**src/rtl/rca_pkg.sv**
```systemverilog
// Shared types and constants for the nibble-serial adder.
// Slice width and nibble-count helper live here.
package rca_pkg;

    typedef enum logic [1:0] {
        IDLE = 2'd0,
        RUN  = 2'd1,
        DONE = 2'd2
    } state_t;

    localparam int NIBBLE_W = 4;

    function automatic int nib_of(input int width);
        return width / NIBBLE_W;
    endfunction

endpackage

```
**src/rtl/rca_slice4.sv**
```systemverilog
// Combinational 4-bit ripple-carry slice.
// Four full adders chained LSB to MSB.
module rca_slice4 (
    input  logic [3:0] a,
    input  logic [3:0] b,
    input  logic       ci,
    output logic [3:0] s,
    output logic       co
);

    logic [4:0] c;

    assign c[0] = ci;

    for (genvar i = 0; i < 4; i++) begin : g_fa
        assign s[i]   = a[i] ^ b[i] ^ c[i];
        assign c[i+1] = (a[i] & b[i]) | (c[i] & (a[i] ^ b[i]));
    end

    assign co = c[4];

endmodule

```
**src/rtl/rca_serial_ctrl.sv**
```systemverilog
// Nibble-serial adder sequencer driving one shared 4-bit slice.
// Define RCA_SERIAL_SUB_EN to add the sub port (a - b).
module rca_serial_ctrl
    import rca_pkg::*;
#(
    parameter int WIDTH = 16
) (
    input  logic             clk,
    input  logic             rst_n,
    input  logic             in_valid,
    output logic             in_ready,
    input  logic [WIDTH-1:0] a,
    input  logic [WIDTH-1:0] b,
    input  logic             cin,
`ifdef RCA_SERIAL_SUB_EN
    input  logic             sub,
`endif
    output logic             out_valid,
    input  logic             out_ready,
    output logic [WIDTH:0]   sum,
    output logic             busy
);

    localparam int NIB = nib_of(WIDTH);
    localparam int IW  = (NIB > 1) ? $clog2(NIB) : 1;
    localparam logic [IW-1:0] LAST = IW'(NIB - 1);

    if ((WIDTH % NIBBLE_W) != 0 || WIDTH < NIBBLE_W) begin : g_bad_width
        $error("rca_serial_ctrl: WIDTH must be a multiple of 4 and >= 4");
    end

    state_t            state, state_n;
    logic [WIDTH-1:0]  a_r, b_r;
    logic              carry;
    logic [IW-1:0]     idx;
    logic [WIDTH:0]    sum_r;
    logic [WIDTH-1:0]  b_eff;
    logic              cin_eff;
    logic [3:0]        sa, sb, ss;
    logic              sco;

`ifdef RCA_SERIAL_SUB_EN
    // Subtract as a + ~b + 1; carry-out of 1 means no borrow
    assign b_eff   = sub ? ~b : b;
    assign cin_eff = sub | cin;
`else
    assign b_eff   = b;
    assign cin_eff = cin;
`endif

    assign sa = a_r[NIBBLE_W*idx +: NIBBLE_W];
    assign sb = b_r[NIBBLE_W*idx +: NIBBLE_W];

    rca_slice4 u_slice (
        .a  (sa),
        .b  (sb),
        .ci (carry),
        .s  (ss),
        .co (sco)
    );

    always_ff @(posedge clk or negedge rst_n) begin
        if (!rst_n) state <= IDLE;
        else        state <= state_n;
    end

    always_comb begin
        state_n   = state;
        in_ready  = 1'b0;
        out_valid = 1'b0;
        busy      = 1'b0;
        unique case (state)
            IDLE: begin
                in_ready = 1'b1;
                if (in_valid) state_n = RUN;
            end
            RUN: begin
                busy = 1'b1;
                if (idx == LAST) state_n = DONE;
            end
            DONE: begin
                busy      = 1'b1;
                out_valid = 1'b1;
                if (out_ready) state_n = IDLE;
            end
            default: state_n = IDLE;
        endcase
    end

    always_ff @(posedge clk or negedge rst_n) begin
        if (!rst_n) begin
            a_r   <= '0;
            b_r   <= '0;
            carry <= 1'b0;
            idx   <= '0;
            sum_r <= '0;
        end else if (state == IDLE && in_valid) begin
            a_r   <= a;
            b_r   <= b_eff;
            carry <= cin_eff;
            idx   <= '0;
        end else if (state == RUN) begin
            sum_r[NIBBLE_W*idx +: NIBBLE_W] <= ss;
            carry <= sco;
            idx   <= idx + 1'b1;
            if (idx == LAST) sum_r[WIDTH] <= sco;
        end
    end

    assign sum = sum_r;

endmodule
```
**config.mk**
```make
export PLATFORM = sky130hd
export DESIGN_NAME = rca_serial_ctrl
export DESIGN_NICKNAME = d
export VERILOG_FILES = /design/src/rtl/rca_pkg.sv /design/src/rtl/rca_slice4.sv /design/src/rtl/rca_serial_ctrl.sv
export SDC_FILE = /design/constraint.sdc
export NUM_CORES = 1
export LEC_CHECK = 0
export ABC_AREA = 0
export ABC_CLOCK_PERIOD_IN_PS = 3650
export CORE_MARGIN = 1.5
export CORE_UTILIZATION = 37
export CTS_CLUSTER_SIZE = 16
export DETAILED_ROUTE_END_ITERATION = 6
export SYNTH_ARGS = -nofsm -noshare
export SYNTH_HDL_FRONTEND = slang
export SYNTH_SLANG_ARGS = --single-unit
```
**constraint.sdc**
```tcl
create_clock -name clk -period 3.65 [get_ports clk]
set_input_delay 0.73 -clock clk [delete_from_list [all_inputs] [get_ports clk]]
set_output_delay 0.73 -clock clk [all_outputs]
set_load 0.02 [all_outputs]
```
=== After elaboration in Yosys (flattened, before gate mapping) ===
Cells that the tools add are included.
W data, S select, Z words.

* Register bits: 54
* Logic and storage cells: 58
* Output and inout bits: 20

* Reduce and logical (&&, ||, !) cells: 6
* Equality and inequality tests: 6
* Add/subtract/negate cells: 2
* Shift-type cells: 4
* Bitwise operators: 21
* Mux-type cells: 13

{| class="wikitable"
|+ Operator list
! kind !! count
|-
| $neg A4 Y34 || 1
|-
| $shift A4 B34 Y17 const A || 1
|-
| $shiftx A4 B34 Y17 || 1
|-
| $shiftx A16 B5 Y4 || 2
|-
| $bwmux W17 || 1
|-
| $mux W2 || 5
|-
| $and A1 B1 Y1 || 8
|-
| $xor A1 B1 Y1 || 8
|-
| $mux W1 || 6
|-
| $pmux W2 S3 || 1
|-
| $eq A2 B2 Y1 const B || 2
|-
| $ne A2 B2 Y1 const B || 2
|-
| $or A1 B1 Y1 || 4
|-
| $reduce_and A3 Y1 || 1
|-
| $add A2 B1 Y2 const B || 1
|-
| $eq A2 B1 Y1 const B || 1
|-
| $logic_not A2 Y1 || 1
|-
| $ne A2 B1 Y1 const B || 1
|-
| $reduce_and A2 Y1 || 1
|-
| $reduce_bool A2 Y1 || 1
|-
| $reduce_or A2 Y1 || 1
|-
| $logic_and A1 B1 Y1 || 1
|-
| $not A1 Y1 || 1
|}

=== Longest topological paths before layout ===
* Depth in word-level cells: 12
* Mapped depth: 12
* Depth with buffers taken out: 11

=== Modules after synthesis ===
From an unflattened synthesis, not the netlist that was laid out.

* Cell total of the unflattened synthesis: 207
* Area, all modules: 2607.5 um^2

{| class="wikitable"
|+ Modules (own cells, without submodules)
! module !! area each (um^2) !! instances !! cells each
|-
| rca_serial_ctrl || 2489.9 || 1 || 193
|-
| rca_slice4 || 117.6 || 1 || 14
|}

=== Least setup slack after synthesis ===
Ideal clock, no wire load.

* Path type: register to register
* Start: reg idx[0]
* End: reg sum_r[6], in the netlist sum[6]
* Required time: 3555 ps
* Path slack: 780 ps
* Cell stages (with the launch flop): 11
* Arrival: 2774 ps
* Path buffers: 1
* Library setup time: 95 ps
* Clock period less this slack: 2870 ps
* Path through: dfrtp_1 > buf_4 > mux4_2 > inv_1 > fa_1 > inv_1 > fa_1 > inv_1 > fa_1 > or2_2 > o31ai_1

* Word-level cells in the longest chain between the ends: 11

{| class="wikitable"
|+ RTL lines
! element !! RTL line !! text
|-
| start: declaration || rca_serial_ctrl.sv:35 || <nowiki>logic [IW-1:0] idx;</nowiki>
|-
| start signal: assignment || rca_serial_ctrl.sv:105 || <nowiki>idx <= idx + 1'b1;</nowiki>
|-
| $shiftx A16 B5 Y4 (on tied branches) || rca_serial_ctrl.sv:51, rca_serial_ctrl.sv:52 ||
|-
| $xor A1 B1 Y1 || rca_slice4.sv:16, rca_slice4.sv:17 ||
|-
| $and A1 B1 Y1 || rca_slice4.sv:17 || <nowiki>assign c[i+1] = (a[i] & b[i]) | (c[i] & (a[i] ^ b[i]));</nowiki>
|-
| $or A1 B1 Y1 || rca_slice4.sv:17 ||
|-
| $and A1 B1 Y1 || rca_slice4.sv:17 ||
|-
| $or A1 B1 Y1 || rca_slice4.sv:17 ||
|-
| $and A1 B1 Y1 || rca_slice4.sv:17 ||
|-
| $or A1 B1 Y1 || rca_slice4.sv:17 ||
|-
| $xor A1 B1 Y1 || rca_slice4.sv:16 || <nowiki>assign s[i] = a[i] ^ b[i] ^ c[i];</nowiki>
|-
| $shiftx A4 B34 Y17 || rca_serial_ctrl.sv:103 || <nowiki>sum_r[NIBBLE_W*idx +: NIBBLE_W] <= ss;</nowiki>
|-
| $bwmux W17 (*) || rca_serial_ctrl.sv:103 ||
|-
| end signal: indexed assignment || rca_serial_ctrl.sv:103 ||
|-
| end signal: indexed assignment || rca_serial_ctrl.sv:106 || <nowiki>if (idx == LAST) sum_r[WIDTH] <= sco;</nowiki>
|-
| end: declaration || rca_serial_ctrl.sv:36 || <nowiki>logic [WIDTH:0] sum_r;</nowiki>
|}

Mark *: on every way between the ends. The rest lies on a longest branch, timed or not.
A chain may end at the register's enable or synchronous reset.

=== Worst setup path in the final report ===
* Start: reg idx[0]
* End: reg sum_r[7], in the netlist sum[7]

Same word-level chain as after synthesis.

==> results_dict.tcl <==
set metrics [dict create \
    row_count 30 \
    ys_seq_area_frac 0.527 \
    tritoncts "yes" \
    multi_input_area_sq_um 1110 \
    irDropWorstVdd_uv 417 \
    gp_congestion 0.780 \
    final.setup.tns_ns 0 \
    antenna_found_initial 0 \
    outcome "completed" \
    clock-sinks 54 \
    syn_inst 200 \
    grtUsageTotal 0.145 \
    grt_max_degree 39 \
    final_area_sq_um 3310 \
    fin_nets 310 \
    avgSynthCellArea_sq_um 12.8 \
    initial_utilization 0.379 \
    hold_buffers 0 \
    die_x_microns 86.2 \
    core_sq_um 6760 \
    synthTopCellsByArea "dfrtp_1 53%, mux2_2 15%, mux4_2 7.0%, ha_1 4.9%, nand2_1 3.2%" \
    die_h_microns 86.2 \
    path_max_fanout 5 \
    n_antenna_cell 0 \
    power.density_nw_per_um2 890 \
    drcViolationCount 0 \
    clk_pin_slew_ns 0.09 \
    grt_pass1_wl_microns 8430 \
    dieArea_sq_um 7440 \
    fin_util 0.490 \
    final_common_cell "clkdlybuf4s50_1" \
    leakagePower_nw 1.41 \
    grt_overflow 0 \
    htree_levels 2 \
    max_cap_viol_count 0 \
    layout-drive-gt1-share 0.219 \
    period_minus_slack_ns 2.90 \
    ys_types 23 \
    seqPwrFrac 0.344 \
    p_int_mw 1.81 \
    cts_buffers 5 \
    synth_top_area_frac 0.527 \
    combPwrFrac 0.540 \
    finalCritPeriodShare 0.795 \
    synthesis.nets 251 \
    tightest_slew_ns 0.846 \
    setup_viol 0 \
    regArea_sq_um 1350 \
    vias_per_cell 4.97 \
    port_buffers 56 \
    final_cell_mix "55 x clkdlybuf4s50_1, 54 x dfrtp_1, 34 x mux2_2, 22 x nand2_1, 15 x inv_1" \
    arrival_ns 3.12 \
    cts_resized 0 \
    ys_ff_latch 54 \
    fillers 638 \
    clkPwrFrac 0.116 \
    finalWirelength_microns 4840 \
    power.switching_mw 1.14 \
    criticalPathCategory "reg2reg" \
    grt_pass1_vias 1757 \
    wire_per_inst_microns 14.2 \
    synth_area_leader_cell "dfrtp_1" \
    cp.required_ns 3.87 \
    postCtsSetupRepairBufs 0 \
    hold_class "reg2reg" \
    critPathCaptureType "flop" \
    rsz0062_at_grt "no" \
    syn_area_sq_um 2560 \
    clock_skew_ns 0.00847 \
    cts_root_buf "clkbuf_8" \
    swShare 0.386 \
    finalHoldViolCount 0 \
    synth_warnings 0 \
    route.vias.total 1689 \
    dpl_cell_area_sq_um 3220 \
    dr.pass1.iters 4 \
    clock_latency_ns 0.30 \
    drt_iter0_drc 109 \
    hpwl_microns 3610 \
    area_growth_syn_to_layout_pct 29.2 \
    io_pins 57 \
    finalMaxSlewViolations 0 \
    cts_buffer_depth 2 \
    startpoint_type "flop" \
    relSlewSlack 0.436 \
    drtAntennaViolNets 0 \
    max_freq_ghz 0.344 \
]
[metal layers]
metal	track usage	vias to the layer above	wire (microns)
met2	0.228	47	2220
li1	-	814	-
met5	0	-	0
met1	0.206	822	2360
met3	0.0295	6	188
met4	0.0411	0	62
[final cells by class]
class                      count  share of cell area
clock inverter                 1             0.00151
sequential                    54               0.408
multi-input combinational    122               0.335
timing repair buffer          60               0.181
clock buffer                   7              0.0261
tap                           80              0.0302
inverter                      16              0.0181
[flip-flops by register name, summed over array words and instances, names as in the netlist]
register	count
b_r	16
sum	17
carry	1
a_r	16
idx	2
state	2
[metrics by stage]
stage	setup WS, ns	hold WS, ns	cells	power (mW)
2_1_floorplan	0.780	0.434	200	2.12
3_3_place_gp	0.848	0.463	332	2.61
3_5_place_dp	0.762	0.469	332	2.64
4_1_cts	0.736	0.490	340	2.98
5_1_grt	0.532	0.511	340	3.19
6_report	0.747	0.483	340	2.95
[path summary, 6_finish.rpt]
path	from	endpoint	slack, ns	depth (start not counted)
min in group asynchronous	rst_n	a_r[7]$_DFFE_PN0P_	0.53	1
setup reg to reg	idx[0]$_DFFE_PN0P_	sum[7]$_DFFE_PN0P_	0.75	11
max in group asynchronous	rst_n	idx[1]$_DFFE_PN0P_	2.37	2
hold / removal	sum[4]$_DFFE_PN0P_	sum[4]$_DFFE_PN0P_	0.48	2
setup / recovery	idx[0]$_DFFE_PN0P_	sum[7]$_DFFE_PN0P_	0.75	11
hold reg to reg	sum[4]$_DFFE_PN0P_	sum[4]$_DFFE_PN0P_	0.48	2
[power by group through the flow]
stage / clock network (mW) / logic, mW / registers (mW)
2_1_floorplan: 0 / 1.07 / 1.05
3_5_place_dp: 0 / 1.61 / 1.03
4_1_cts: 0.354 / 1.61 / 1.02
6_report: 0.342 / 1.59 / 1.01
5_1_grt: 0.377 / 1.76 / 1.05
3_3_place_gp: 0 / 1.58 / 1.03
[synthesized netlist by cell type, drive strengths merged]
cell    count
clkbuf      1
mux2i       2
inv        16
o21ai       9
nand2b      2
nand4       1
nor2        3
or2         2
dfrtp      54
nand2      22
nand3      10
a21oi       6
ha         10
buf         7
xnor2       1
mux4        8
a222oi      1
o31ai       6
o41ai       1
mux2       34
fa          4
[logic make-up (layout without fill, tap and decap cells)]
family,Yosys count,count (layout),synth area share
xor+xnor,1,1,0.00342
flops,54,54,0.527
fa+ha+maj,14,14,0.0800
simple gates,40,40,0.0683
buf+inv,24,84,0.0395
compound gates,23,23,0.0542
mux,44,44,0.227
[critical path, stage by stage (launching register included)]
cell     delay [ns]
dfrtp_1        0.50
mux4_2         0.54
inv_1          0.09
fa_1           0.16
inv_1          0.05
fa_1           0.37
inv_1          0.08
fa_1           0.16
inv_1          0.05
fa_1           0.56
nand3_1        0.09
o21ai_0        0.18
(Power assumes the default switching activity.)
